<file path="config.mk">
export PLATFORM = sky130hd
export DESIGN_NAME = multicycle_controller
export DESIGN_NICKNAME = d
export VERILOG_FILES = /design/src/rtl/multicycle_controller.sv
export SDC_FILE = /design/constraint.sdc
export NUM_CORES = 1
export LEC_CHECK = 0
export CAP_MARGIN = 30
export CORE_MARGIN = 3
export CORE_UTILIZATION = 42
export CTS_CLUSTER_DIAMETER = 120
export DETAILED_ROUTE_END_ITERATION = 7
export PLACE_DENSITY = 0.85
export SLEW_MARGIN = 30
export SYNTH_ARGS = -nofsm -noshare
export SYNTH_HDL_FRONTEND = slang
export SYNTH_SLANG_ARGS = --single-unit
</file>
<file path="constraint.sdc">
create_clock -name clk -period 4 [get_ports clk]
set_clock_uncertainty 0.15 [all_clocks]
set_input_delay 0.6 -clock clk [delete_from_list [all_inputs] [get_ports clk]]
set_output_delay 0.6 -clock clk [all_outputs]
set_load 0.05 [all_outputs]
</file>
<file path="src/rtl/multicycle_controller.sv">
// Multicycle ARM sequencing controller: Moore FSM, ALU decode, NZCV flags, condition gating.
// Optional MC_MEM_HANDSHAKE_EN makes FETCH/MEMREAD/MEMWRITE wait for mem_ready.
module multicycle_controller (
  input  logic       clk,
  input  logic       reset,
  input  logic [1:0] Op,
  input  logic [5:0] Funct,
  input  logic [3:0] Rd,
  input  logic [3:0] Cond,
  input  logic [3:0] ALUFlags,
  input  logic       mem_ready,
  output logic       PCWrite,
  output logic       MemWrite,
  output logic       RegWrite,
  output logic       IRWrite,
  output logic       AdrSrc,
  output logic       ALUSrcA,
  output logic [1:0] ALUSrcB,
  output logic [1:0] ResultSrc,
  output logic [1:0] ALUControl,
  output logic [1:0] ImmSrc,
  output logic [1:0] RegSrc,
  output logic [3:0] FLAGS,
  output logic [3:0] state
);

  typedef enum logic [3:0] {
    S_FETCH    = 4'd0,
    S_DECODE   = 4'd1,
    S_MEMADR   = 4'd2,
    S_MEMREAD  = 4'd3,
    S_MEMWB    = 4'd4,
    S_MEMWRITE = 4'd5,
    S_EXECUTER = 4'd6,
    S_EXECUTEI = 4'd7,
    S_ALUWB    = 4'd8,
    S_BRANCH   = 4'd9
  } state_t;

  state_t     cur_state, next_state;
  logic       mem_done;
  logic       next_pc, ir_w, reg_w, mem_w, branch, alu_op;
  logic       cond_ex, cond_q, no_write;
  logic [1:0] flag_w;
  logic [3:0] cmd;

`ifdef MC_MEM_HANDSHAKE_EN
  assign mem_done = mem_ready;
`else
  logic mem_ready_unused;
  assign mem_ready_unused = mem_ready;
  assign mem_done = 1'b1;
`endif

  assign cmd   = Funct[4:1];
  assign state = cur_state;

  always_ff @(posedge clk) begin
    if (reset) begin
      cur_state <= S_FETCH;
      FLAGS     <= 4'b0000;
      cond_q    <= 1'b0;
    end else begin
      cur_state <= next_state;
      if (cur_state == S_DECODE) cond_q <= cond_ex;
      if ((cur_state == S_EXECUTER || cur_state == S_EXECUTEI) && cond_q) begin
        if (flag_w[1]) FLAGS[3:2] <= ALUFlags[3:2];
        if (flag_w[0]) FLAGS[1:0] <= ALUFlags[1:0];
      end
    end
  end

  always_comb begin
    next_state = S_FETCH;
    next_pc    = 1'b0;
    ir_w       = 1'b0;
    reg_w      = 1'b0;
    mem_w      = 1'b0;
    branch     = 1'b0;
    alu_op     = 1'b0;
    AdrSrc     = 1'b0;
    ALUSrcA    = 1'b0;
    ALUSrcB    = 2'b00;
    ResultSrc  = 2'b00;
    case (cur_state)
      S_FETCH: begin
        ir_w       = mem_done;
        next_pc    = mem_done;
        ALUSrcA    = 1'b1;
        ALUSrcB    = 2'b10;
        ResultSrc  = 2'b10;
        next_state = mem_done ? S_DECODE : S_FETCH;
      end
      S_DECODE: begin
        ALUSrcA   = 1'b1;
        ALUSrcB   = 2'b10;
        ResultSrc = 2'b10;
        case (Op)
          2'b01:   next_state = S_MEMADR;
          2'b00:   next_state = Funct[5] ? S_EXECUTEI : S_EXECUTER;
          2'b10:   next_state = S_BRANCH;
          default: next_state = S_FETCH;
        endcase
      end
      S_MEMADR: begin
        ALUSrcB    = 2'b01;
        next_state = Funct[0] ? S_MEMREAD : S_MEMWRITE;
      end
      S_MEMREAD: begin
        AdrSrc     = 1'b1;
        next_state = mem_done ? S_MEMWB : S_MEMREAD;
      end
      S_MEMWB: begin
        ResultSrc = 2'b01;
        reg_w     = 1'b1;
      end
      S_MEMWRITE: begin
        AdrSrc     = 1'b1;
        mem_w      = 1'b1;
        next_state = mem_done ? S_FETCH : S_MEMWRITE;
      end
      S_EXECUTER: begin
        alu_op     = 1'b1;
        next_state = S_ALUWB;
      end
      S_EXECUTEI: begin
        ALUSrcB    = 2'b01;
        alu_op     = 1'b1;
        next_state = S_ALUWB;
      end
      S_ALUWB:  reg_w = 1'b1;
      S_BRANCH: begin
        ALUSrcB   = 2'b01;
        ResultSrc = 2'b10;
        branch    = 1'b1;
      end
      default: next_state = S_FETCH;
    endcase
    // While reset is held the datapath sees a quiet FETCH: selects parked, nothing written.
    if (reset) begin
      next_pc   = 1'b0;
      ir_w      = 1'b0;
      reg_w     = 1'b0;
      mem_w     = 1'b0;
      branch    = 1'b0;
      alu_op    = 1'b0;
      AdrSrc    = 1'b0;
      ALUSrcA   = 1'b1;
      ALUSrcB   = 2'b10;
      ResultSrc = 2'b10;
    end
  end

  always_comb begin
    ALUControl = 2'b00;
    flag_w     = 2'b00;
    if (alu_op) begin
      case (cmd)
        4'b0100: ALUControl = 2'b00;
        4'b0010: ALUControl = 2'b01;
        4'b0000: ALUControl = 2'b10;
        4'b1100: ALUControl = 2'b11;
        4'b1010: ALUControl = 2'b01;
        default: ALUControl = 2'b00;
      endcase
      flag_w[1] = Funct[0];
      flag_w[0] = Funct[0] & (cmd == 4'b0100 || cmd == 4'b0010 || cmd == 4'b1010);
    end
  end

  // CMP writes flags only; memory Funct bits alias the cmd field, so qualify by Op.
  assign no_write = (Op == 2'b00) && (cmd == 4'b1010);

  always_comb begin
    cond_ex = 1'b0;
    case (Cond)
      4'b0000: cond_ex = FLAGS[2];
      4'b0001: cond_ex = ~FLAGS[2];
      4'b0010: cond_ex = FLAGS[1];
      4'b0011: cond_ex = ~FLAGS[1];
      4'b0100: cond_ex = FLAGS[3];
      4'b0101: cond_ex = ~FLAGS[3];
      4'b0110: cond_ex = FLAGS[0];
      4'b0111: cond_ex = ~FLAGS[0];
      4'b1000: cond_ex = FLAGS[1] & ~FLAGS[2];
      4'b1001: cond_ex = ~(FLAGS[1] & ~FLAGS[2]);
      4'b1010: cond_ex = (FLAGS[3] == FLAGS[0]);
      4'b1011: cond_ex = (FLAGS[3] != FLAGS[0]);
      4'b1100: cond_ex = ~FLAGS[2] & (FLAGS[3] == FLAGS[0]);
      4'b1101: cond_ex = FLAGS[2] | (FLAGS[3] != FLAGS[0]);
      4'b1110: cond_ex = 1'b1;
      default: cond_ex = 1'b0;
    endcase
  end

  assign PCWrite  = next_pc | (cond_q & (branch | (reg_w & (Rd == 4'hF))));
  assign RegWrite = reg_w & cond_q & ~no_write;
  assign MemWrite = mem_w & cond_q;
  assign IRWrite  = ir_w;
  assign ImmSrc   = Op;
  assign RegSrc   = {Op == 2'b01, Op == 2'b10};

endmodule

</file>
==> results of run 1 <==
Yosys cell counts, types with 3 or more instances:
cell type and n:
nand3_1 3, buf_4 3, clkbuf_1 4, dfxtp_1 9
nand3b_1 4, o21ai_0 6, nor2b_1 4, a31oi_1 3
xor2_1 3, nor2_1 10, nor3_1 5, nand2_1 9
inv_1 7, a21oi_1 9
sequential cells by signal (all words and copies together) (netlist names):
name / count
FLAGS: 4
cond_q: 1
state: 4
critical path, cell delays in order:
cell             delay [ns]
clkdlybuf4s50_1        0.66
nor2_4                 0.24
nand3_4                0.13
nor4_1                 0.30
clkdlybuf4s50_1        0.87
cells by family (layout without fill, tap and decap cells):
| kind of cell | count (synthesis) | in the layout | synth area share |
|---|---|---|---|
| flops | 9 | 9 | 0.202 |
| simple gates | 55 | 55 | 0.389 |
| mux | 2 | 2 | 0.0225 |
| compound gates | 32 | 32 | 0.239 |
| xor+xnor | 4 | 4 | 0.0393 |
| buf+inv | 18 | 56 | 0.108 |
power by group through the flow:
stage                     Clock [W]  Combinational [W]  Sequential, W
final                     0.0000707           0.000128       0.000105
after global routing      0.0000796           0.000136       0.000107
after CTS                 0.0000747           0.000128       0.000105
after detailed placement          0           0.000127       0.000107
after global placement            0           0.000125       0.000107
after floorplan                   0          0.0000807       0.000108
through the flow:
step | cells | hold slack [ns] | total power, W | instance area (µm²)
final | 185 | 0.401 | 0.000303 | 1330
after global routing | 185 | 0.447 | 0.000323 | 1330
after CTS | 185 | 0.409 | 0.000307 | 1330
after detailed placement | 181 | 0.396 | 0.000234 | 1310
after global placement | 181 | 0.390 | 0.000232 | 1310
after floorplan | 120 | 0.423 | 0.000188 | 891
cell type report:
| type | count | share of cell area |
|---|---|---|
| multi-input combinational | 93 | 0.461 |
| tap | 27 | 0.0254 |
| inverter | 7 | 0.0197 |
| clock buffer | 4 | 0.0197 |
| sequential | 9 | 0.135 |
| timing repair buffer | 45 | 0.338 |
layout by cell type, fill, tap and decap left out, types with 3 or more instances in the layout:
master	synthesis	layout
nor3_1	5	5
a31oi_1	3	3
clkdlybuf4s50_1	0	45
nand3b_1	4	4
nor2_1	10	10
clkbuf_4	0	3
xor2_1	3	3
nand3_1	3	3
dfxtp_1	9	9
nor2b_1	4	4
o21ai_0	6	6
nand2_1	9	9
inv_1	7	7
a21oi_1	9	9
final timing paths:
kind             from  cells past startpoint       endpoint  slack, ns
max             reset                      5  ALUControl[1]       0.45
min          FLAGS[2]                      2       FLAGS[2]       0.40
min reg2reg  FLAGS[2]                      2       FLAGS[2]       0.40
max reg2reg  state[1]                      4       FLAGS[1]       2.27
routing by layer:
layer	vias up	wire length (µm)
met5	-	0
met4	0	35
met3	4	196
met2	42	1150
met1	456	956
li1	506	-
==> impl_metrics.yaml, run 1 <==
layout:
  diodes: 0
  drive_above_1_share: 0.0759
  regArea_um2: 180
  nNetsFinal: 182
  fillCellCount: 162
  multiInputGateArea_um2: 614
  post-route-util: 0.672
  layout-area-overhead-vs-synth_pct: 49.4
timing:
  finalSetupTns_ns: 0
  slew_headroom: 0.652
  min_period_ns: 3.55
  setup-violations-final: 0
  hold_violations: 0
  tightest_slew_ns: 0.521
  grt_setup_unrepaired: "no"
  fin_crit_sh: 0.887
  setup_slack_ns: 0.452
  slew_viol_final: 0
  fmax_ghz: 0.282
yosys:
  synth_area_leaders: "dfxtp_1, a21oi_1, nor2_1"
  post_synth.cell_area_avg_um2: 7.42
  ys_seq_area_frac: 0.202
  yosysUniqueCellTypes: 46
  synth_top_cell_by_area: "dfxtp_1"
  yosysWarningCount: 0
  synth_edf_count: 0
  syn_area_um2: 891
  ys_dominant_reg_cell: "dfxtp_1"
  synth_top_area_share: 0.202
  syn_nets: 143
  ys_seq_elements: 9
  async_flop_share: 0
  synthCells: 120
clock_network:
  clk_pin_slew_ns: 0.06
  clk_latency_ns: 0.26
  clock_path_buffers: 2
  tritoncts: "yes"
  cts-hold-fix-buffers: 0
  post_cts_buffers: 0
  clock-sinks: 9
  htree_levels: 1
  cts_made_buffers: 3
  cts.repair.resized: 0
  cts_root_buf: "clkbuf_4"
min_path:
  hold_class: "reg -> reg"
global_routing:
  grt_usage: 0.196
  met3_usage: 0.0602
  grt_busiest_layer: "met2"
  first_global_vias: 917
  grt_pass1_wl_mm: 4.04
  grt_remaining_overflow: 0
  antenna_found_initial: 0
  met2_usage: 0.343
  use_met1: 0.227
  grt_start_max_net_pins: 18
power:
  p_clk_frac: 0.233
  switching_share: 0.382
  p_per_area_nw_per_um2: 228
  switchingPower_w: 0.000116
  combPwrFrac: 0.421
  ir_drop_uv: 160
  p_seq_frac: 0.346
  p_leak_nw: 0.478
  internal-power_w: 0.000187
floorplanning:
  dieHeight_um: 52.1
  row_count: 16
  ioPinCount: 47
  dieArea_um2: 2710
  start_util: 0.449
  die_w_um: 52.1
  core_um2: 1980
detailed_routing:
  drtPass1Iterations: 4
  wl_mm: 2.34
  ant_nets: 0
  wl_per_cell_um: 12.6
  dr_total_vias: 1008
  vias_per_cell: 5.45
  remaining_drc_errors: 0
  drtIter0Drc: 14
placement:
  io_buffers: 45
  hpwlAfterDp_mm: 1.83
  dpl_worst_slack_ns: 0.501
  gp_congestion: 0.734
critical_path:
  cp_data_arrival_time_ns: 2.80
  start_kind: "input port"
  criticalPathCategory: "in -> out"
  critPathCaptureType: "output pin"
  crit_fanout: 12
  worstPathRequired_ns: 3.25
job:
  maxCapViolations: 0
outcome:
  status: "complete, no violations"
Note: power is estimated with default switching activity, not from simulation.
==> run 2, diff against run 1 <==
--- a/config.mk
+++ b/config.mk
@@ -10,6 +10,7 @@
 export CORE_UTILIZATION = 42
 export CTS_CLUSTER_DIAMETER = 120
 export DETAILED_ROUTE_END_ITERATION = 7
+export HOLD_SLACK_MARGIN = 0.05
 export PLACE_DENSITY = 0.85
 export SLEW_MARGIN = 30
 export SYNTH_ARGS = -nofsm -noshare
==> results of run 2 <==
The final DEF is identical to that of run 1; final timing and power are the same.
